--- config.mk ---
export PLATFORM = sky130hd
export DESIGN_NAME = stream_mux_rr
export DESIGN_NICKNAME = d
export VERILOG_FILES = /design/src/rtl/stream_pkg.sv /design/src/rtl/rr_pick.sv /design/src/rtl/stream_mux_rr.sv
export SDC_FILE = /design/constraint.sdc
export NUM_CORES = 1
export LEC_CHECK = 0
export ABC_CLOCK_PERIOD_IN_PS = 3100
export CAP_MARGIN = 40
export CORE_ASPECT_RATIO = 1.2
export CORE_UTILIZATION = 38
export DETAILED_ROUTE_END_ITERATION = 8
export PLACE_DENSITY = 0.76
export SKIP_CTS_REPAIR_TIMING = 1
export SLEW_MARGIN = 5
export SYNTH_ARGS = -nofsm -noshare
export SYNTH_HDL_FRONTEND = slang
export SYNTH_SLANG_ARGS = --single-unit
--- constraint.sdc ---
create_clock -name clk -period 3.1 [get_ports clk]
set_input_delay 0.31 -clock clk [delete_from_list [all_inputs] [get_ports clk]]
set_output_delay 0.31 -clock clk [all_outputs]
set_load 0.02 [all_outputs]
--- src/rtl/stream_pkg.sv ---
// Shared encodings for the stream multiplexer: arbiter states and mode values.
package stream_pkg;

  typedef enum logic {
    IDLE   = 1'b0,
    LOCKED = 1'b1
  } arb_state_e;

  localparam logic MODE_FIXED = 1'b0;
  localparam logic MODE_RR    = 1'b1;

endpackage

--- src/rtl/rr_pick.sv ---
// Round-robin priority search: first requesting channel after 'last', with wrap-around.
module rr_pick #(
  parameter int N     = 4,
  parameter int SEL_W = 2
) (
  input  logic [N-1:0]     req,
  input  logic [SEL_W-1:0] last,
  output logic [SEL_W-1:0] idx,
  output logic             found
);

  logic [SEL_W-1:0] cand;

  always_comb begin
    idx   = '0;
    found = 1'b0;
    cand  = '0;
    for (int unsigned k = 1; k <= N; k++) begin
      cand = SEL_W'((32'(last) + k) % N);
      if (!found && req[cand]) begin
        found = 1'b1;
        idx   = cand;
      end
    end
  end

endmodule

--- src/rtl/stream_mux_rr.sv ---
// N-to-1 packet-aware stream multiplexer with fixed or round-robin selection
// and a registered one-beat output stage.
module stream_mux_rr
  import stream_pkg::*;
#(
  parameter  int WIDTH = 8,
  parameter  int N     = 4,
  localparam int SEL_W = (N > 1) ? $clog2(N) : 1
) (
  input  logic                 clk,
  input  logic                 rst_n,
  input  logic [N*WIDTH-1:0]   in_data,
  input  logic [N-1:0]         in_valid,
  input  logic [N-1:0]         in_last,
  output logic [N-1:0]         in_ready,
  input  logic                 mode,
  input  logic [SEL_W-1:0]     sel,
  output logic [WIDTH-1:0]     out_data,
  output logic                 out_valid,
  output logic                 out_last,
  input  logic                 out_ready,
  output logic [SEL_W-1:0]     grant,
  output logic                 busy
);

  arb_state_e       state, state_nx;
  logic             can_accept;
  logic             sel_ok;
  logic [SEL_W-1:0] sel_idx;
  logic [SEL_W-1:0] rr_idx;
  logic             rr_found;
  logic             xfer;
  logic             beat_last;

  assign can_accept = !out_valid || out_ready;
  assign xfer       = |(in_ready & in_valid);
  assign beat_last  = in_last[sel_idx];
  assign busy       = (state == LOCKED);

  rr_pick #(
    .N     (N),
    .SEL_W (SEL_W)
  ) u_pick (
    .req   (in_valid),
    .last  (grant),
    .idx   (rr_idx),
    .found (rr_found)
  );

  always_ff @(posedge clk) begin
    if (!rst_n) state <= IDLE;
    else        state <= state_nx;
  end

  always_comb begin
    state_nx = state;
    case (state)
      IDLE:    if (xfer && !beat_last) state_nx = LOCKED;
      LOCKED:  if (xfer && beat_last)  state_nx = IDLE;
      default: state_nx = IDLE;
    endcase
  end

  // While locked, grant doubles as the lock channel: it was loaded by the
  // IDLE transfer that opened the packet and holds until the packet ends.
  always_comb begin
    sel_ok   = 1'b0;
    sel_idx  = '0;
    in_ready = '0;
    if (state == LOCKED) begin
      sel_ok  = 1'b1;
      sel_idx = grant;
    end else if (mode == MODE_FIXED) begin
      if (int'(sel) < N) begin
        sel_ok  = 1'b1;
        sel_idx = sel;
      end
    end else begin
      sel_ok  = rr_found;
      sel_idx = rr_idx;
    end
    if (rst_n && sel_ok && can_accept) in_ready[sel_idx] = 1'b1;
  end

  always_ff @(posedge clk) begin
    if (!rst_n) begin
      out_valid <= 1'b0;
      out_last  <= 1'b0;
      out_data  <= '0;
      grant     <= SEL_W'(N - 1);
    end else begin
      if (xfer) begin
        out_valid <= 1'b1;
        out_data  <= in_data[int'(sel_idx)*WIDTH +: WIDTH];
        out_last  <= beat_last;
      end else if (out_ready) begin
        out_valid <= 1'b0;
      end
      if (xfer && state == IDLE) grant <= sel_idx;
    end
  end

endmodule

== Word-level counts from Yosys, hierarchy flattened ==
Index checks and enable logic that the tools add are counted.
Widths: inputs -> output; s select.

* Register bits: 13
* Input bits: 46
* Output and inout bits: 17
* Logic and storage cells: 65

* Add/subtract/negate cells: 4
* Magnitude comparators: 6
* Shift-type cells: 1
* Mux-type cells: 30
* Bitwise operators: 2
* Reductions and logical operators: 17

{| class="wikitable"
|+ Operator list
! operator !! count
|-
| $shiftx 32x6->8 || 1
|-
| $mux 1 || 16
|-
| $lt 2x3->1 const B || 5
|-
| $mux 2 || 6
|-
| $bmux 1 s2 || 5
|-
| $logic_and 1x1->1 || 9
|-
| $logic_not 1->1 || 5
|-
| $add 2x1->2 const B || 2
|-
| $add 2x2->2 const B || 2
|-
| $and 4x4->4 || 1
|-
| $mux 4 || 1
|-
| $reduce_or 4->1 || 1
|-
| $demux 1 s2 || 1
|-
| $ge 2x1->1 const B || 1
|-
| $pmux 1 s2 || 1
|-
| $reduce_bool 2->1 || 1
|-
| $logic_or 1x1->1 || 1
|-
| $not 1->1 || 1
|}

== Depth between registers and ports, before layout ==
* Depth in word-level cells: 25
* Depth in mapped cells: 10
* Depth with buffers taken out: 7

== Cells and area by module ==
Synthesis repeated with hierarchy kept, for this count alone.

* Cells, all modules: 100
* Area total of the unflattened synthesis: 1009.7 µm²

{| class="wikitable"
|+ By module, submodules not included
! module !! instances !! cells an instance !! area each (µm²) !! seq. area each (µm²)
|-
| stream_mux_rr || 1 || 86 || 918.4 || 260.2
|-
| rr_pick || 1 || 14 || 91.3 || 0.0
|}

== Worst setup path after synthesis ==
OpenSTA, ideal clock, no wires.

* Path type: reg2out
* Start: register grant[0]
* End: output in_ready[1]
* Data arrival time: 2.124 ns
* Data required time: 2.790 ns
* Slack: 0.666 ns
* Cell stages (with the launch flop): 8
* Buffers on the path: 2
* Cells stage by stage: dfxtp_1 buf_2 and4bb_1 a31o_1 o41ai_2 a41o_4 clkbuf_1 nor2b_1

* Word-level cells in the longest chain between the ends: 20
* Elaborated cells between the ends (all ways): 38
* Those cells by class: 4 x add/sub; 2 x order compare; 23 x mux; 9 x reduce/logical

{| class="wikitable"
|+ RTL lines
! element !! RTL line !! source
|-
| start: declaration || stream_mux_rr.sv:22 || <nowiki>output logic [SEL_W-1:0] grant,</nowiki>
|-
| start signal: assignment || stream_mux_rr.sv:90 || <nowiki>grant <= SEL_W'(N - 1);</nowiki>
|-
| start signal: assignment || stream_mux_rr.sv:99 || <nowiki>if (xfer && state == IDLE) grant <= sel_idx;</nowiki>
|-
| $add 2x1->2 || rr_pick.sv:19 || <nowiki>cand = SEL_W'((32'(last) + k) % N);</nowiki>
|-
| $bmux 1 s2 || rr_pick.sv:20 || <nowiki>if (!found && req[cand]) begin</nowiki>
|-
| $mux 1 (not written as such) || rr_pick.sv:20 ||
|-
| $mux 1 || rr_pick.sv:20 ||
|-
| $logic_not 1->1 || rr_pick.sv:20 ||
|-
| $logic_and 1x1->1 || rr_pick.sv:20 ||
|-
| $mux 1 || rr_pick.sv:20 ||
|-
| $logic_not 1->1 || rr_pick.sv:20 ||
|-
| (+4 left out) || n/a ||
|-
| $mux 2 || rr_pick.sv:20 ||
|-
| $mux 2 || stream_mux_rr.sv:73 || <nowiki>end else if (mode == MODE_FIXED) begin</nowiki>
|-
| $mux 2 || stream_mux_rr.sv:70 || <nowiki>if (state == LOCKED) begin</nowiki>
|-
| $lt 2x3->1 (not written as such) or $ge 2x1->1 (tied branches) || stream_mux_rr.sv:82 || <nowiki>if (rst_n && sel_ok && can_accept) in_ready[sel_idx] = 1'b1;</nowiki>
|-
| $logic_and 1x1->1 (not written as such) || stream_mux_rr.sv:82 ||
|-
| $mux 1 (not written as such) || stream_mux_rr.sv:82 ||
|-
| $demux 1 s2 || stream_mux_rr.sv:82 ||
|-
| $mux 4 (*) || stream_mux_rr.sv:82 ||
|-
| end: declaration || stream_mux_rr.sv:15 || <nowiki>output logic [N-1:0] in_ready,</nowiki>
|}

Every way passes the cells marked *; elsewhere a longest branch is shown, timed or not. The select of a mux whose other input is x is not followed.

== Worst setup path after layout ==
* Start: input in_valid[3]
* End: output in_ready[1]

* Word-level cells in the longest chain between the ends: 19
* Elaborated cells between the ends (all ways): 34
* Those cells by class: 2 x order compare; 23 x mux; 9 x reduce/logical

{| class="wikitable"
|+ RTL lines
! element !! RTL line !! source
|-
| start: declaration || stream_mux_rr.sv:13 || <nowiki>input logic [N-1:0] in_valid,</nowiki>
|-
| $bmux 1 s2 || rr_pick.sv:20 ||
|-
| $mux 1 (not written as such) || rr_pick.sv:20 ||
|-
| $mux 1 || rr_pick.sv:20 ||
|-
| $logic_not 1->1 || rr_pick.sv:20 ||
|-
| $logic_and 1x1->1 || rr_pick.sv:20 ||
|-
| $mux 1 || rr_pick.sv:20 ||
|-
| $logic_not 1->1 || rr_pick.sv:20 ||
|-
| $logic_and 1x1->1 || rr_pick.sv:20 ||
|-
| (+3 left out) || n/a ||
|-
| $mux 2 || rr_pick.sv:20 ||
|-
| $mux 2 || stream_mux_rr.sv:73 ||
|-
| $mux 2 || stream_mux_rr.sv:70 ||
|-
| $lt 2x3->1 (not written as such) or $ge 2x1->1 (tied branches) || stream_mux_rr.sv:82 ||
|-
| $logic_and 1x1->1 (not written as such) || stream_mux_rr.sv:82 ||
|-
| $mux 1 (not written as such) || stream_mux_rr.sv:82 ||
|-
| $demux 1 s2 || stream_mux_rr.sv:82 ||
|-
| $mux 4 (*) || stream_mux_rr.sv:82 ||
|}

Marked as above.

==> reports/results.tsv <==
stage	metric	value	unit
pwr	peak supply drop	0.293	mV
clock_network	CTS tree	built	
flow_run	max-cap viol count	0	
detailed_routing	DR WL/cell	13.2	µm
final_layout	post-synthesis to final-layout area growth	61.5	%
sta	endpoints failing setup	0	
synth	Post-synth top flop	dfxtp_1	
sta	Final Max Tran Viols	0	
final_layout	most common cell after layout, fill and taps aside	clkdlybuf4s50_1	
die	Initial Util	0.415	
die	FP Rows	20	
clock_network	Clock Latency Late Sink	270	ps
die	chip width	50.9	µm
sta	Fin. Hold Viols	0	
synth	FFs w/ async S/R, synth	0	
synth	Post-synth EDFFs	0	
synth	Synth cell types	34	
grt	initial antenna violation count	0	
critical_path	CP Buf/Inv Count	2	
die	Die Area	3090	µm²
critical_path	family with the most delay on the worst path	buffers and inverters	
die	die height	60.7	µm
clock_network	CTS root buf	clkbuf_4	
critical_path	startpoint types	primary input	
critical_path	crit path cell chain	clkdlybuf4s50_1, and4bb_1, a31o_1, o41ai_2, a41o_4, nor2b_1, clkdlybuf4s50_1	
synth	XOR/XNOR Fraction of Synth Area	0	
synth	largest family of logic cells by synthesized area	multiplexers	
detailed_routing	DRT iter0 DRCs	17	
sta	setup ws final	95.5	ps
die	Core Box Area	2630	µm²
run_status	status	complete, no violations	
clock_network	CTS H-Tree Depth	1	
final_layout	# diodes	0	
grt	maximum number of pins on one net before global-route repair	19	
synth	cells after synthesis	127	
sta	period utilization	0.969	
sta	clock period minus worst slack	3000	ps
critical_path	Worst path slowest cell	clkdlybuf4s50_1	
pwr	PwrDens	613	nW/µm²
detailed_routing	antenna-violating nets left	0	
sta	Slew headroom	0.744	
synth	Mapped Area	1090	µm²
critical_path	R2R depth	7	
clock_network	clk sinks	13	
critical_path	crit-path max FO	8	
detailed_routing	Vias/cell	5.34	
grt	grt total ovfl	0	
synth	multiplexer share of the synthesized area	0.304	
hold_path	hold_sp	out_data[4]$_SDFFE_PN0P_	
placed_design	Port-buffer cells	62	
placed_design	RePlAce Congestion	0.751	
detailed_routing	drt first pass iters	4	
detailed_routing	Vias	1185	
sta	slew at the pin closest to its max-slew limit	384	ps
placed_design	Final HPWL DP	2.33	mm
detailed_routing	DRC	0	
critical_path	kind of critical path	in2out	
critical_path	most frequent CP cell	clkdlybuf4s50_1	
pwr	Leak	0.000748	µW
synth	Net Count, Synth	173	
critical_path	Critical Path RT	2790	ps
detailed_routing	final WL	2.93	mm
synth	post-synthesis compound-gate area fraction	0.211	
final_layout	post-layout util	0.670	
clock_network	CTS Buf Count	3	
placed_design	Placed Cells	218	
grt	first-pass GRT wire length	4.79	mm
grt	vias in the first global route	1151	
critical_path	reg2reg start	grant[0]$_SDFFE_PN1P_	
hold_path	Endpoint, Worst Hold	out_data[4]$_SDFFE_PN0P_	
synth	Synth Area in Simple Gates	0.186	
final_layout	Finished Layout Cells	222	
critical_path	CP max stage delay	610	ps
critical_path	worst flop-to-flop path endpoint	out_data[1]$_SDFFE_PN0P_	
synth	Synth Warn #	0	
critical_path	endpoint type of the worst setup path	output pin	
synth	average size of a mapped cell	8.58	µm²
final_layout	layout cells sized above 1	0.122	
synth	#FFs+latches synth	13	
hold_path	type of the worst min-delay path	reg2reg	
final_layout	most frequent cells in the layout	61 x clkdlybuf4s50_1, 23 x mux2i_1, 21 x nand2_1, 13 x dfxtp_1, 10 x o21ai_0	
sta	skew final	7.43	ps
synth	adder-cell share of the synthesized area	0	
clock_network	Worst-path clk slew	70	ps
synth	sequential area share after synthesis	0.239	
sta	setup TNS	0	ps
die	total I/O pin count	63	
critical_path	reg2reg setup slack	490	ps
clock_network	Max clock buf depth	2	
final_layout	final net count	236	
critical_path	CP arrival	2690	ps
sta	RSZ-0062 raised after global routing	no	
sta	FMAX	333	MHz
hold_path	hold path depth	2	
placed_design	Place WS	94.5	ps
grt	Global Route Usage Sum	0.206	
final cells by class:
class                   instances  area [µm²]
fillers                       225         867
multi-input cells             103         764
flip-flops and latches         13         260
inverters                       2        7.51
repair buffers                 67         661
well taps                      33        41.3
clock buffers                   4        26.3
cells in the mapped netlist, types with 2 or more instances:
| master | count | area share |
|---|---|---|
| a21oi_1 | 4 | 0.018 |
| buf_2 | 3 | 0.014 |
| clkbuf_1 | 4 | 0.014 |
| dfxtp_1 | 13 | 0.24 |
| inv_1 | 2 | 0.0069 |
| mux2_2 | 9 | 0.093 |
| mux2i_1 | 23 | 0.21 |
| nand2_1 | 21 | 0.072 |
| nand2b_1 | 5 | 0.029 |
| nor2_1 | 3 | 0.010 |
| nor2b_1 | 3 | 0.017 |
| o211ai_1 | 4 | 0.028 |
| o21ai_0 | 10 | 0.046 |
| o221ai_1 | 2 | 0.016 |
| or2_2 | 2 | 0.011 |
metal layers:
layer / part of all wire / vias up / track usage
met5: 0 / - / 0
met4: 0.018 / 0 / 0.0992
met3: 0.078 / 6 / 0.0652
met2: 0.50 / 56 / 0.381
met1: 0.40 / 538 / 0.212
li1: - / 585 / -
report_power, final:
part	total [µW]	switching [µW]	internal, µW
Combinational	692	325	367
Clock	102	52.3	49.7
Sequential	285	53.9	231
Total	1080	432	648
registers in the layout (all words and copies together) (netlist names), named ones only:
signal and count:
grant 2, out_data 8, out_last 1, out_valid 1
how the worst max path moves through the flow:
stage	start	end	slack [ps]	cells after the start
finish	in_valid[3]	in_ready[1]	100	7
global route	in_valid[0]	in_ready[1]	7	7
CTS	in_valid[0]	in_ready[3]	90	7
detailed placement	in_valid[0]	out_data[7]$_SDFFE_PN0P_	90	8
global placement	in_valid[3]	in_ready[1]	190	7
floorplan	grant[0]$_SDFFE_PN1P_	in_ready[1]	670	7
stage by stage:
step	hold slack (ps)	power, µW	cell area (µm²)
2_1_floorplan	461	731	1090
5_1_grt	489	1160	1760
3_5_place_dp	457	983	1730
4_1_cts	470	1090	1760
6_report	466	1080	1760
3_3_place_gp	446	972	1730
worst reg2reg max path, cell delays in order, from the launching register on:
cell      delay (ps)
dfxtp_1          560
and4bb_1         230
a31o_1           200
o41ai_2          370
a41o_4           200
mux2i_1          310
o22a_2           440
mux2i_1          230
logic make-up after synthesis:
family | Yosys count
and+or+nand+nor | 40
muxes | 32
AOI/OAI and AO/OA | 31
buffers and inverters | 11
DFF | 13
Power figures use the tool's default switching activity.
